===== src/rtl/memory_stage_pkg.sv =====
// Shared definitions for the MEM stage: pipeline-bus field positions and FSM encoding.
// Field positions match what the EX stage drives and what writeback_stage consumes.
package memory_stage_pkg;

    localparam int BUS_W     = 58;
    localparam int DATA_W    = 16;
    localparam int STORE_LSB = 26;
    localparam int ALU_LSB   = 10;
    localparam int MEMRD_BIT = 6;
    localparam int POP_BIT   = 3;

    typedef enum logic {
        IDLE = 1'b0,
        WAIT = 1'b1
    } state_t;

    // Bus bits [6:3] in order MemRd, MemWr, Push, Pop.
    typedef struct packed {
        logic memrd;
        logic memwr;
        logic push;
        logic pop;
    } mem_ops_t;

    function automatic logic [BUS_W-1:0] with_data(input logic [BUS_W-1:0] bus,
                                                   input logic [DATA_W-1:0] data);
        logic [BUS_W-1:0] r;
        r = bus;
        r[STORE_LSB +: DATA_W] = data;
        return r;
    endfunction

endpackage


===== src/rtl/memory_stage_stack_pointer_unit.sv =====
// Stack pointer register with push/pop address generation and wrap detection.
// SP only moves when an access commits, so the address stays valid for the whole access.
module stack_pointer_unit #(
    parameter int               ADDR_W   = 11,
    parameter logic [ADDR_W-1:0] SP_RESET = {ADDR_W{1'b1}}
) (
    input  logic              clk,
    input  logic              rst,
    input  logic              push,
    input  logic              pop,
    input  logic              commit,
    output logic [ADDR_W-1:0] sp,
    output logic [ADDR_W-1:0] stack_addr,
    output logic              wrap
);

    logic [ADDR_W-1:0] sp_inc;
    logic [ADDR_W-1:0] sp_dec;

    assign sp_inc     = sp + ADDR_W'(1);
    assign sp_dec     = sp - ADDR_W'(1);
    // Push writes at SP then decrements; pop pre-increments and reads there.
    assign stack_addr = push ? sp : sp_inc;
    assign wrap       = (push && (sp == '0)) || (pop && (sp == '1));

    always_ff @(posedge clk or posedge rst) begin
        if (rst) begin
            sp <= SP_RESET;
        end else if (commit) begin
            if (push)
                sp <= sp_dec;
            else if (pop)
                sp <= sp_inc;
        end
    end

endmodule


===== src/rtl/memory_stage.sv =====
// MEM pipeline stage: load/store/push/pop against a ready-handshake data memory,
// upstream stall while an access is outstanding, and the MEM/WB register.
module memory_stage
    import memory_stage_pkg::*;
#(
    parameter int               ADDR_W   = 11,
    parameter logic [ADDR_W-1:0] SP_RESET = {ADDR_W{1'b1}}
) (
    input  logic              clk,
    input  logic              rst,
    input  logic              in_valid,
    input  logic [BUS_W-1:0]  in_bus,
    output logic              stall,
    output logic              mem_req,
    output logic              mem_we,
    output logic [ADDR_W-1:0] mem_addr,
    output logic [DATA_W-1:0] mem_wdata,
    input  logic [DATA_W-1:0] mem_rdata,
    input  logic              mem_ready,
    output logic              out_valid,
    output logic [BUS_W-1:0]  out_bus,
    output logic [ADDR_W-1:0] sp,
    output logic              stack_err
);

    state_t            state;
    logic [BUS_W-1:0]  hold_bus_p1;
    mem_ops_t          in_ops;
    mem_ops_t          hold_ops;
    mem_ops_t          cur_ops;
    logic              accept;
    logic              commit;
    logic              illegal;
    logic              in_write;
    logic              hold_read;
    logic [ADDR_W-1:0] stack_addr;
    logic              wrap;

    assign in_ops    = in_bus[MEMRD_BIT:POP_BIT];
    assign hold_ops  = hold_bus_p1[MEMRD_BIT:POP_BIT];
    assign cur_ops   = (state == IDLE) ? in_ops : hold_ops;
    assign accept    = (state == IDLE) && in_valid && $onehot(in_ops);
    assign illegal   = (state == IDLE) && in_valid && !$onehot0(in_ops);
    assign commit    = (state == WAIT) && mem_ready;
    assign in_write  = in_ops.memwr || in_ops.push;
    assign hold_read = hold_ops.memrd || hold_ops.pop;
    assign stall     = (state != IDLE);

    stack_pointer_unit #(
        .ADDR_W   (ADDR_W),
        .SP_RESET (SP_RESET)
    ) u_sp (
        .clk        (clk),
        .rst        (rst),
        .push       (cur_ops.push),
        .pop        (cur_ops.pop),
        .commit     (commit),
        .sp         (sp),
        .stack_addr (stack_addr),
        .wrap       (wrap)
    );

    // Accept -> hold: instruction captured for the duration of the access
    always_ff @(posedge clk) begin
        if (accept)
            hold_bus_p1 <= in_bus;
    end

    // Control and MEM/WB register
    always_ff @(posedge clk or posedge rst) begin
        if (rst) begin
            state     <= IDLE;
            mem_req   <= 1'b0;
            mem_we    <= 1'b0;
            mem_addr  <= '0;
            mem_wdata <= '0;
            out_valid <= 1'b0;
            out_bus   <= '0;
            stack_err <= 1'b0;
        end else if (state == IDLE) begin
            if (accept) begin
                state     <= WAIT;
                mem_req   <= 1'b1;
                mem_we    <= in_write;
                mem_addr  <= (in_ops.push || in_ops.pop) ? stack_addr
                                                         : in_bus[ALU_LSB +: ADDR_W];
                mem_wdata <= in_write ? in_bus[STORE_LSB +: DATA_W] : '0;
                out_valid <= 1'b0;
                out_bus   <= '0;
            end else begin
                out_valid <= in_valid;
                out_bus   <= in_valid ? with_data(in_bus, '0) : '0;
                if (illegal)
                    stack_err <= 1'b1;
            end
        end else begin
            if (mem_ready) begin
                state     <= IDLE;
                mem_req   <= 1'b0;
                out_valid <= 1'b1;
                out_bus   <= with_data(hold_bus_p1, hold_read ? mem_rdata : '0);
                if (wrap)
                    stack_err <= 1'b1;
            end else begin
                out_valid <= 1'b0;
                out_bus   <= '0;
            end
        end
    end

endmodule

===== config.mk =====
export PLATFORM = sky130hd
export DESIGN_NAME = memory_stage
export DESIGN_NICKNAME = d
export VERILOG_FILES = /design/src/rtl/memory_stage_pkg.sv /design/src/rtl/memory_stage_stack_pointer_unit.sv /design/src/rtl/memory_stage.sv
export SDC_FILE = /design/constraint.sdc
export NUM_CORES = 1
export LEC_CHECK = 0
export ABC_AREA = 1
export BUFFER_PORTS_ARGS = -buffer_cell sky130_fd_sc_hd__buf_2
export CAP_MARGIN = 15
export CORE_UTILIZATION = 53
export CTS_BUF_LIST = sky130_fd_sc_hd__clkbuf_4 sky130_fd_sc_hd__clkbuf_8
export CTS_CLUSTER_DIAMETER = 120
export CTS_CLUSTER_SIZE = 8
export DETAILED_ROUTE_END_ITERATION = 7
export GPL_TIMING_DRIVEN = 0
export MAX_ROUTING_LAYER = met4
export PLACE_DENSITY = 0.82
export SYNTH_ARGS = -nofsm -noshare
export SYNTH_HDL_FRONTEND = slang
export SYNTH_SLANG_ARGS = --single-unit

===== constraint.sdc =====
create_clock -name clk -period 4.4 [get_ports clk]
set_input_delay 1.1 -clock clk [delete_from_list [all_inputs] [get_ports clk]]
set_output_delay 1.1 -clock clk [all_outputs]
set_load 0.05 [all_outputs]

Yosys cells after proc, flatten, opt, wreduce, memory -nomap -nowiden
Index checks and enable logic that the tools add are counted.
W data, S select, Z words.
- $add $sub $neg: 5
- magnitude comparators: 1
- equal/unequal tests: 5
- multiplexer cells: 25
- bitwise logic cells: 1
- reductions and logical operators: 19
- operators by type and width (cell ; count):
    $mux W58 ; 4
    $mux W11 ; 4
    $mux W16 ; 2
    $mux W1 ; 14
    $add A11 B1 Y11 const B ; 1
    $eq A11 B11 Y1 const B ; 1
    $logic_not A11 Y1 ; 1
    $sub A11 B1 Y11 const B ; 1
    $logic_and A1 B1 Y1 ; 6
    $reduce_and A2 Y1 ; 3
    $reduce_bool A2 Y1 ; 3
    $add A1 B1 Y2 ; 2
    $logic_or A1 B1 Y1 ; 4
    $ne A2 B2 Y1 const B ; 2
    $reduce_and A4 Y1 ; 1
    $add A2 B2 Y3 ; 1
    $eq A3 B1 Y1 const B ; 1
    $le A3 B1 Y1 const B ; 1
    $mux W2 ; 1
    $ne A2 B1 Y1 const B ; 1
    $logic_not A1 Y1 ; 1
    $not A1 Y1 ; 1
- bits in registers: 159
- input port bits: 78
- output and inout port bits: 101
- word-level logic and storage cells: 66

Logic depth before layout (Yosys ltp)
Gate-level depths: netlist of the first run.
- depth in word-level cells: 8
- depth in mapped cells: 14
- gate-level depth less buffers: 14

Cells and area by module
From an unflattened synthesis of the first run, not the netlist that was laid out.
- cells, all modules: 644
- area, all modules: 6092.1 um^2
- by module, submodules not included (module ; instances ; cells each ; area an instance (um^2) ; sequential area each (um^2)):
    memory_stage ; 1 ; 467 ; 5023.6 ; 3513.4
    stack_pointer_unit ; 1 ; 177 ; 1068.5 ; 289.0

Worst setup path after synthesis of the first run
OpenSTA, ideal clock, no wires.
- path kind: input-to-reg
- from: in in_bus[3]
- to: reg mem_wdata[12]
- library setup time: 0.083 ns
- arrival: 3.354 ns
- data required time: 4.317 ns
- setup slack: 0.964 ns
- stages on the path: 12
- path buffers: 1
- cells stage by stage: inv_1 fa_1 inv_1 ha_1 inv_1 ha_1 nor3_2 nand2_4 inv_4 o21ai_2 buf_6 o21ai_0
- cells in the longest elaborated chain, start to end: 5
- ends and longest elaborated chain (item ; RTL line ; RTL):
    start, declared ; memory_stage.sv:12 ; input logic [BUS_W-1:0] in_bus,
    $add A1 B1 Y2 (not written as such) ; memory_stage.sv:42 ; assign accept = (state == IDLE) && in_valid && $onehot(in_ops);
    $add A2 B2 Y3 (not written as such) ; memory_stage.sv:42 ;
    $eq A3 B1 Y1 ; memory_stage.sv:42 ;
    $logic_and A1 B1 Y1 ; memory_stage.sv:42 ;
    net accept ; memory_stage.sv:31 ; logic accept;
    $reduce_and A2 Y1 (no source line) ; -- ;
    end signal, assigned ; memory_stage.sv:87 ; mem_wdata <= in_write ? in_bus[STORE_LSB +: DATA_W] : '0;
    end, declared ; memory_stage.sv:17 ; output logic [DATA_W-1:0] mem_wdata,
The timed path passes the listed nets, and every way through them passes these cells.
A chain may end at the register's enable or synchronous reset.

Worst setup path after layout of the first run
- from: in in_bus[3]
- to: reg mem_wdata[7]
Same word-level chain as after synthesis.

==> results of run 1 <==
through the flow:
step           hold WS, ps  cells  cell area [sq um]  setup slack [ps]
2_1_floorplan          430    549               5840               671
3_3_place_gp           439    863               6910              -447
3_5_place_dp           450    864               6940               350
4_1_cts                468    896               7330               833
5_1_grt                484    896               7330               622
6_report               470    896               7330               843
registers in the layout, indices dropped and copies added (netlist names):
| register | cells |
|---|---|
| u_sp.sp | 11 |
| mem_req | 1 |
| mem_wdata | 16 |
| out_valid | 1 |
| mem_addr | 11 |
| stack_err | 1 |
| hold_bus_p1 | 42 |
| mem_we | 1 |
| stall | 1 |
| out_bus | 58 |
layout make-up:
class                   instances  share of cell area
clock buffers                  20              0.0350
clock inverters                12              0.0184
well taps                     136              0.0232
inverters                      55              0.0289
flip-flops and latches        143               0.519
plain buffers                  22              0.0169
multi-input cells             329               0.233
repair buffers                179               0.125
cell usage in the layout (no fill, tap or decap), types with 3 or more instances in the layout:
cell | synthesis | final
buf_2 | 12 | 190
nand2_1 | 126 | 126
dfrtp_1 | 90 | 90
nor2_1 | 54 | 54
inv_1 | 48 | 47
edfxtp_1 | 42 | 42
a22o_1 | 35 | 35
o21ai_0 | 31 | 31
a21oi_1 | 24 | 24
clkbuf_8 | 0 | 17
nand3_1 | 16 | 16
dfstp_2 | 11 | 11
o21ai_1 | 10 | 10
ha_1 | 10 | 10
inv_2 | 5 | 5
clkbuf_1 | 5 | 5
clkinvlp_4 | 0 | 4
buf_6 | 3 | 3
o211ai_1 | 3 | 3
a31oi_1 | 3 | 3
inv_6 | 0 | 3
clkbuf_4 | 0 | 3
how the worst max path moves through the flow:
stage	endpoint	slack [ps]	cells after the start
after global routing	mem_wdata[5]	620	13
after global placement	mem_wdata[2]	-450	2
final	mem_wdata[7]	840	13
after detailed placement	mem_wdata[5]	350	13
after floorplan	mem_addr[0]	670	1
after CTS	mem_wdata[13]	830	13
power groups by stage:
| stage | registers, W | logic [W] | clock network (W) |
|---|---|---|---|
| floorplan | 0.00264 | 0.000552 | 0 |
| global placement | 0.00182 | 0.00183 | 0 |
| detailed placement | 0.00183 | 0.00186 | 0 |
| CTS | 0.00181 | 0.00186 | 0.00104 |
| global route | 0.00184 | 0.00198 | 0.00110 |
| finish | 0.00181 | 0.00185 | 0.00102 |
worst min-delay path: stages (launching register included):
cell and delay, ps:
edfxtp_1 320, nand2_1 50, o21ai_0 60
kinds of logic (layout without fill, tap and decap cells):
family	Yosys count	in the layout	share of synthesized area
DFF	143	143	0.651
AOI/OAI and AO/OA	111	111	0.124
adders and majority gates	11	11	0.0248
buffers and inverters	77	288	0.0569
and+or+nand+nor	205	205	0.140
xor gates and xnor gates	2	2	0.00300
per-layer routing:
layer	vias up	part of all wire	track usage
met3	24	0.080	0.0772
met5	-	0	-
met1	2210	0.42	0.336
li1	2211	-	-
met4	0	0.018	0.0890
met2	206	0.48	0.432
==> results.md, run 1 <==
- Outcome: finished, final reports clean
- Synth unique cells: 34
- WL per Instance: 16.0 microns
- Initial antenna violation count: 0
- # setup viols final: 0
- Flop pwr share: 0.387
- Cell Area, Synth: 0.00584 sq mm
- Horiz. Die Dim: 107 microns
- Worst Setup SP: in_bus[3]
- Area of the multi-input gates: 0.00171 sq mm
- Commonest cells in the netlist: 126 x nand2_1, 90 x dfrtp_1, 54 x nor2_1
- Fillers: 824
- Initial core utilization: 0.556
- Synth area leader: dfrtp_1
- Most common cell on crit path: inv_1
- R2r endpoint: mem_wdata[7]
- Tot Pwr: 0.00469 W
- Core area: 0.0105 sq mm
- RSZ-0062 raised after global routing: no
- Drt pass-1 iters: 8
- CTS Buffer Depth: 2
- Row cnt: 37
- Hold Path Sink: out_bus[19]
- CTS clk-pin slew, worst paths: 80 ps
- Final hold vios: 0
- WP data arrival: 3910 ps
- Clock Tree Root: clkbuf_8
- Setup crit start kind: input port
- Sequential fraction of the synthesis area: 0.651
- Die area: 0.0115 sq mm
- Clk_skew: 7.44 ps
- P_int: 0.00262 W
- CTS Buf Count: 17
- First-pass GRT wire length: 22800 microns
- Cell family with most CP delay: buffers and inverters
- Cts repair resizes: 0
- Worst Path Max Fanout: 50
- Syn Inst Count: 549
- Slew Limit Headroom: 0.557
- Tcrit/Tclk final: 0.808
- Number of vias per cell: 5.19
- Top cells by area, synth: dfrtp_1 39%, edfxtp_1 22%, nand2_1 8.1%
- Postcts setup bufs: 0
- Hold Startpoint: hold_bus_p1[19]
- Top Ports: 179
- Worst slew pin tran: 664 ps
- Net count after synthesis: 638
- CP required: 4750 ps
- Static Leak: 3.82 nW
- Skew-Pair Late Insertion Delay: 430 ps
- Reg2reg path depth: 9
- Worst R2R Setup Slack: 2390 ps
- Area grow syn2layout: 25.4%
- Pwr dens: 639 mW/mm^2
- Number of clock sinks: 143
- WP buf/inv: 6
- Share of cells above drive strength 1: 0.333
- Most common flop cell mapped by yosys: dfrtp_1
- Total gr overflow: 0
- Vias: 4651
- Worst path slowest cell: fa_1
- Chip height: 107 microns
- Crit path time final: 3560 ps
- Gr usage total: 0.271
- DP HPWL: 10700 microns
- Largest net degree at the start of global routing: 52
- Routed WL: 14300 microns
- Post-synth EDFFs: 42
- Vias in the first global route: 4579
- Count leader, synth: nand2_1
- Sw Pwr: 0.00207 W
- RD Place Congestion: 0.907
- Critical path class: in -> reg
- TritonCTS clock tree: built
- Asr flop ratio synth: 0.706
- Synth Register Bits: 143
- Critical-path cell list: buf_2, inv_1, fa_1, inv_1, ha_1, inv_1, ha_1, nor3_2, nand2_4, inv_4, o21ai_2, buf_6, o21ai_0
- Max_cap viols: 0
- HP Class: reg -> reg
- Initial DRC count: 364
- Layout net count: 836
- Diodes inserted: 0
- Core Util, Final: 0.697
- RR Startpoint: stall
- Remaining DRCs: 0
- Hold Path Cell Cnt: 2
- Final max-slew violation count: 0
- Combinational share of power: 0.395
- VDD IR max: 0.545 mV
- H-tree levels: 4
- I/O Buffers: 178
- Total number of yosys warnings: 0
- Routed Antenna Nets: 0
- Sw Share: 0.442
- Worst stage delay on the critical path: 540 ps
- Cts hold-fix bufs: 0
- Clock Power Share: 0.219
- Syn_area_per_cell: 10.6 sq um
- Crit end category: register
- Setup_tns: 0 ps
- Share of the synthesized area in the top cell type: 0.385
- Fmax: 0.281 GHz
- FF/Latch Area: 0.00380 sq mm
No activity file was read; power rests on OpenSTA's default activity.
==> inputs of run 2 (changes only) <==
--- a/config.mk
+++ b/config.mk
@@ -8,14 +8,14 @@
 export ABC_AREA = 1
 export BUFFER_PORTS_ARGS = -buffer_cell sky130_fd_sc_hd__buf_2
 export CAP_MARGIN = 15
-export CORE_UTILIZATION = 53
+export CORE_UTILIZATION = 48
 export CTS_BUF_LIST = sky130_fd_sc_hd__clkbuf_4 sky130_fd_sc_hd__clkbuf_8
 export CTS_CLUSTER_DIAMETER = 120
 export CTS_CLUSTER_SIZE = 8
 export DETAILED_ROUTE_END_ITERATION = 7
 export GPL_TIMING_DRIVEN = 0
 export MAX_ROUTING_LAYER = met4
-export PLACE_DENSITY = 0.82
+export PLACE_DENSITY = 0.78
 export SYNTH_ARGS = -nofsm -noshare
 export SYNTH_HDL_FRONTEND = slang
 export SYNTH_SLANG_ARGS = --single-unit
==> constraint.sdc (replaced) <==
create_clock -name clk -period 3.05 [get_ports clk]
set_input_delay 0.7625 -clock clk [delete_from_list [all_inputs] [get_ports clk]]
set_output_delay 0.7625 -clock clk [all_outputs]
set_load 0.05 [all_outputs]
==> run 2 against run 1 <==
Against the previous run: the flow now finishes with violations (DRC); utilization fell by 6.3 points; power rose by 45%; register-to-register slack got worse by 1200 ps; cell area rose by 0.94%; global-route usage fell by 2.0 points; critical path depth did not move; clock skew rose by 5.2 ps; clock power rose by 47%.
==> results.md, run 2 (same netlist as run 1, synthesis figures left out) <==
- Max reg flops: 58 (unchanged)
- Slew Limit Headroom: 0.450 (-0.107)
- Row cnt: 39 (+5.4%)
- Hold Startpoint: hold_bus_p1[17]
- CTS Buffer Depth: 2 (unchanged)
- Critical-path cell list: buf_2, inv_1, fa_1, inv_1, ha_1, inv_1, ha_1, nor3_2, nand2_4, clkinv_16, o21ai_2, buf_6, o21ai_0
- Worst Path Max Fanout: 50 (unchanged)
- Cts hold-fix bufs: 0 (unchanged)
- Clk_skew: 12.7 ps (+5.21 ps)
- # setup viols final: 0 (unchanged)
- Routed Antenna Nets: 0 (unchanged)
- Gr usage total: 0.251 (-0.0203)
- Die area: 0.0126 sq mm (+10%)
- Vias in the first global route: 4677 (+2.1%)
- Biggest regs: out_bus (58), hold_bus_p1 (42), mem_wdata (16)
- Most common cell on crit path: inv_1
- P_int: 0.00384 W (+47%)
- Critical path class: in -> reg
- Routed WL: 14200 microns (-0.87%)
- CP required: 3400 ps (-1350 ps)
- Sw Pwr: 0.00296 W (+43%)
- Tcrit/Tclk final: 0.939
- Hold Path Cell Cnt: 2 (unchanged)
- Hold Path Sink: out_bus[17]
- Sw Share: 0.435 (-0.00632)
- Hold Slack: 455 ps (-15.5 ps)
- RSZ-0062 raised after global routing: no
- Initial core utilization: 0.501 (-0.0550)
- Reg2reg path depth: 8 (-1)
- Commonest cells after routing, fill and taps aside: 190 x buf_2, 126 x nand2_1, 90 x dfrtp_1
- Clock Power Share: 0.221 (+0.002)
- Combinational share of power: 0.395 (about the same)
- Clock Tree Root: clkbuf_8
- Fmax: 0.349 GHz
- Share of cells above drive strength 1: 0.334 (+0.000877)
- Number of vias per cell: 5.13 (-1.2%)
- Max_cap viols: 0 (unchanged)
- Chip height: 112 microns (+5.0%)
- TritonCTS clock tree: built
- Vias: 4638 (-0.28%)
- Postcts setup bufs: 0 (unchanged)
- Setup crit start kind: input port
- Layout net count: 837 (+0.12%)
- Horiz. Die Dim: 112 microns (+5.0%)
- Static Leak: 3.85 nW (+0.85%)
- I/O Buffers: 178 (unchanged)
- Worst stage delay on the critical path: 550 ps (about the same)
- Top Ports: 179 (unchanged)
- Initial DRC count: 424 (+16%)
- VDD IR max: 0.734 mV (+35%)
- CTS clk-pin slew, worst paths: 70 ps (about the same)
- Worst R2R Setup Slack: 1200 ps (-1190 ps)
- HP Class: reg -> reg
- Largest reg by FF count: out_bus
- H-tree levels: 4 (unchanged)
- Diodes inserted: 0 (unchanged)
- Initial antenna violation count: 0 (unchanged)
- R2r endpoint: mem_addr[0]
- Outcome: complete, but fails checks
- Commonest non-fill, non-tap cell in the layout: buf_2
- Drt pass-1 iters: 8 (unchanged)
- Final hold vios: 0 (unchanged)
- Post-Layout Inst Area: 0.00740 sq mm (+0.94%)
- WL per Instance: 15.7 microns (-1.7%)
- Total gr overflow: 0 (unchanged)
- First-pass GRT wire length: 23300 microns (+2.0%)
- DP Area: 0.00697 sq mm (+0.47%)
- Worst slew pin tran: 823 ps (+159 ps)
- Area grow syn2layout: 26.5%
- DP HPWL: 10600 microns (-1.4%)
- Core area: 0.0117 sq mm (+11%)
- Remaining DRCs: 14 (+14)
- Tot Pwr: 0.00680 W (+45%)
- Largest net degree at the start of global routing: 51 (-1.9%)
- WP data arrival: 3220 ps (-690 ps)
- Crit end category: register
- Number of clock sinks: 143 (unchanged)
- CTS Buf Count: 17 (unchanged)
- Pwr dens: 919 mW/mm^2 (+44%)
- Skew-Pair Late Insertion Delay: 450 ps (+20 ps)
- Final max-slew violation count: 0 (unchanged)
- RD Place Congestion: 0.895 (-1.2%)
- Worst path slowest cell: fa_1
- Crit path time final: 2870 ps
- RR Startpoint: stall
- Fillers: 931 (+13%)
- Violated checks: DRC
- Flop pwr share: 0.384 (-0.003)
## run 2: metrics by stage
step / util / TNS [ps] / cells / worst slack [ps]
finish: 0.634 / 0 / 904 / 185
detailed placement: 0.597 / -21270 / 872 / -548
global route: 0.634 / 0 / 904 / 5.40
floorplan: - / 0 / 549 / 46.4
CTS: 0.633 / 0 / 904 / 34.3
global placement: 0.593 / -15200 / 870 / -420
## run 2: worst max-delay path by stage
| stage | end | startpoint | slack [ps] | cells past startpoint |
|---|---|---|---|---|
| 2_1_floorplan | mem_wdata[12] | in_bus[3] | 50 | 12 |
| 3_3_place_gp | mem_wdata[7] | in_bus[3] | -420 | 13 |
| 3_5_place_dp | mem_wdata[13] | in_bus[3] | -550 | 13 |
| 4_1_cts | mem_wdata[13] | in_bus[3] | 30 | 13 |
| 5_1_grt | mem_wdata[13] | in_bus[3] | 5 | 13 |
| 6_report | mem_wdata[13] | in_bus[3] | 180 | 13 |
## run 2: worst max-delay path: cells and delay by family
family	cells	cell delay, ps
compound gates	2	340
simple gates	2	440
buf+inv	6	670
fa+ha+maj	3	980
## run 2: what timing repair did
| action | CTS | global route |
|---|---|---|
| endpoints found under the setup margin | 7 | 11 |
| gates cloned | 0 | 0 |
| pin swaps | 0 | 1 |
| gates resized for setup | 1 | 3 |
## run 2: per-layer routing
| layer | track usage | part of all wire | vias to the layer above |
|---|---|---|---|
| met4 | 0.105 | 0.017 | 0 |
| li1 | - | - | 2212 |
| met3 | 0.0578 | 0.065 | 17 |
| met1 | 0.307 | 0.41 | 2224 |
| met5 | - | 0 | - |
| met2 | 0.404 | 0.50 | 185 |
## run 2: final cells by class
type | instances | area (sq um) | area share
sequential | 143 | 3800 | 0.514
buffer | 22 | 124 | 0.0167
tap | 143 | 179 | 0.0242
multi-input combinational | 329 | 1710 | 0.231
clock buffer | 22 | 297 | 0.0401
clock inverter | 10 | 110 | 0.0149
inverter | 55 | 236 | 0.0320
timing repair buffer | 180 | 938 | 0.127
## run 2: power groups by stage
stage / Combinational, W / Sequential, W / Clock (W)
floorplan: 0.000797 / 0.00381 / 0
global placement: 0.00264 / 0.00263 / 0
detailed placement: 0.00269 / 0.00264 / 0
CTS: 0.00269 / 0.00261 / 0.00155
global route: 0.00290 / 0.00265 / 0.00162
finish: 0.00268 / 0.00261 / 0.00150
==> inputs of run 3 (changes only) <==
--- a/config.mk
+++ b/config.mk
@@ -6,6 +6,7 @@
 export NUM_CORES = 1
 export LEC_CHECK = 0
 export ABC_AREA = 1
+export ABC_CLOCK_PERIOD_IN_PS = 3050
 export BUFFER_PORTS_ARGS = -buffer_cell sky130_fd_sc_hd__buf_2
 export CAP_MARGIN = 15
 export CORE_UTILIZATION = 48
==> constraint.sdc (replaced) <==
create_clock -name clk -period 3.05 [get_ports clk]
set_input_delay 0.4575 -clock clk [delete_from_list [all_inputs] [get_ports clk]]
set_output_delay 0.4575 -clock clk [all_outputs]
set_load 0.05 [all_outputs]
==> run 3 against run 2 <==
Against the previous run: the run still ends with DRC left; critical path depth did not move; sequential power about the same; global-route usage decreased by 0.24 points; setup slack improved by 110 ps; combinational power is essentially flat; utilization fell by 0.30 points; critical endpoint is now mem_wdata[8].
==> results.md, run 3 (same netlist as run 1, synthesis figures left out) <==
- Outcome: complete, but fails checks
- Violated checks: DRC
- Share of cells above drive strength 1: 0.331 (-0.00263)
- Initial DRC count: 393 (-7.3%)
- Cell family with most CP delay: adder cells
- CTS clk-pin slew, worst paths: 70 ps (about the same)
- WL per Instance: 15.8 microns (+0.73%)
- Die area: 0.0126 sq mm (unchanged)
- Slew Limit Headroom: 0.539 (+0.0892)
- Max reg flops: 58 (unchanged)
- Layout net count: 837 (unchanged)
- Hold Slack: 76.3 ps (-378 ps)
- Non-filler cells, final: 904 (unchanged)
- Crit path time final: 2760 ps (-105 ps)
- Worst stage delay on the critical path: 540 ps (about the same)
- Row cnt: 39 (unchanged)
- Biggest regs: out_bus (58), hold_bus_p1 (42), mem_wdata (16)
- Vias in the first global route: 4617 (-1.3%)
- Critical path class: in -> reg
- Area grow syn2layout: 25.9%
- First-pass GRT wire length: 23300 microns (about the same)
- VDD IR max: 0.671 mV (-8.7%)
- Worst Path Max Fanout: 50 (unchanged)
- Vias: 4684 (+0.99%)
- Dpl ws: -377 ps (+171 ps)
- Routed Antenna Nets: 0 (unchanged)
- Most common cell on crit path: inv_1
- TritonCTS clock tree: built
- Total gr overflow: 0 (unchanged)
- Routed WL: 14300 microns (+0.73%)
- WP data arrival: 3110 ps (-110 ps)
- Number of clock sinks: 143 (unchanged)
- Tot Pwr: 0.00680 W (about the same)
- CP required: 3400 ps (about the same)
- Largest reg by FF count: out_bus
- Number of vias per cell: 5.18 (+0.99%)
- RD Place Congestion: 0.906 (+1.2%)
- Drt pass-1 iters: 7 (-1)
- Remaining DRCs: 17 (+3)
- Tcrit/Tclk final: 0.905 (-0.0346)
- Static Leak: 3.83 nW (-0.63%)
- HP Class: in -> async
- Clock Tree Root: clkbuf_8
- Gr usage total: 0.249 (-0.00237)
- Cells after DPL: 872 (unchanged)
- Horiz. Die Dim: 112 microns (unchanged)
- Largest net degree at the start of global routing: 51 (unchanged)
- # setup viols final: 0 (unchanged)
- Commonest cells after routing, fill and taps aside: 190 x buf_2, 126 x nand2_1, 90 x dfrtp_1
- Pwr dens: 923 mW/mm^2 (+0.41%)
- Crit end category: register
- Worst path slowest cell: fa_1
- Diodes inserted: 0 (unchanged)
- WP buf/inv: 6 (unchanged)
- Setup crit start kind: input port
- Initial antenna violation count: 0 (unchanged)
- Commonest non-fill, non-tap cell in the layout: buf_2
- Worst slew pin tran: 689 ps (-135 ps)
- DP HPWL: 10600 microns (+0.50%)
- H-tree levels: 4 (unchanged)
- Area of the multi-input gates: 0.00171 sq mm (unchanged)
- Skew-Pair Late Insertion Delay: 440 ps (about the same)
- Final max-slew violation count: 0 (unchanged)
- CTS Buf Count: 17 (unchanged)
- I/O Buffers: 178 (unchanged)
- Fillers: 981 (+5.4%)
- Fmax: 0.362 GHz (+3.8%)
- Max_cap viols: 0 (unchanged)
- Top Ports: 179 (unchanged)
- RSZ-0062 raised after global routing: no
- Final worst slack: 290 ps (+105 ps)
- CTS Buffer Depth: 2 (unchanged)
- Clk_skew: 9.06 ps (-3.59 ps)
- Chip height: 112 microns (unchanged)
- Final hold vios: 0 (unchanged)
- Initial core utilization: 0.501 (unchanged)
- Core area: 0.0117 sq mm (unchanged)
- FF/Latch Area: 0.00380 sq mm (unchanged)
- Critical-path cell list: buf_2, inv_1, fa_1, inv_1, ha_1, inv_1, ha_1, nor3_2, nand2_4, inv_6, o21ai_2, buf_6, o21ai_0
-- run 3: through the flow --
| step | TNS, ps | instance area, sq um | utilization |
|---|---|---|---|
| after floorplan | 0 | 5850 | - |
| after global placement | -3250 | 6920 | 0.593 |
| after detailed placement | -4650 | 6960 | 0.597 |
| after CTS | 0 | 7360 | 0.631 |
| after global routing | 0 | 7360 | 0.631 |
| final | 0 | 7360 | 0.631 |
-- run 3: worst register-to-register path, delay by kind of cell, from the launching register on --
| kind | cells | cell delay [ps] |
|---|---|---|
| DFF | 1 | 390 |
| and+or+nand+nor | 2 | 150 |
| buffers and inverters | 5 | 840 |
| AOI/OAI and AO/OA | 2 | 400 |
-- run 3: worst paths after layout --
check	start	end	slack (ps)	cells past startpoint
worst min-delay path	rst	out_bus[11]	80	2
worst max register to register	stall	mem_wdata[8]	1190	9
max in group asynchronous	rst	u_sp.sp[5]	2320	3
min in group clk	in_bus[7]	hold_bus_p1[7]	210	1
worst max-delay path	in_bus[3]	mem_wdata[8]	290	13
worst min register to register	hold_bus_p1[18]	out_bus[18]	460	2
-- run 3: timing repair --
item                       4_1_cts  5_1_grt
setup endpoints to repair        0        9
setup buffers                    0        0
hold buffers                     0        0
resized for setup                0        1
-- run 3: area by class of cell --
class,count,area share
Tap cell,143,0.0243
Sequential cell,143,0.517
Buffer,22,0.0168
Multi-Input combinational cell,329,0.232
Clock inverter,12,0.0195
Clock buffer,20,0.0348
Timing Repair Buffer,180,0.126
Inverter,55,0.0292
-- run 3: power by group --
group          total (W)  switching (W)  internal (W)
registers        0.00261       0.000219       0.00239
clock network    0.00151       0.000689      0.000826
logic            0.00267        0.00204      0.000624
-- run 3: layer usage --
| layer | share of wire | vias to the layer above | GRT usage |
|---|---|---|---|
| met3 | 0.078 | 23 | 0.0578 |
| li1 | - | 2216 | - |
| met1 | 0.42 | 2245 | 0.313 |
| met4 | 0.020 | 0 | 0.105 |
| met2 | 0.48 | 200 | 0.389 |
| met5 | 0 | - | - |
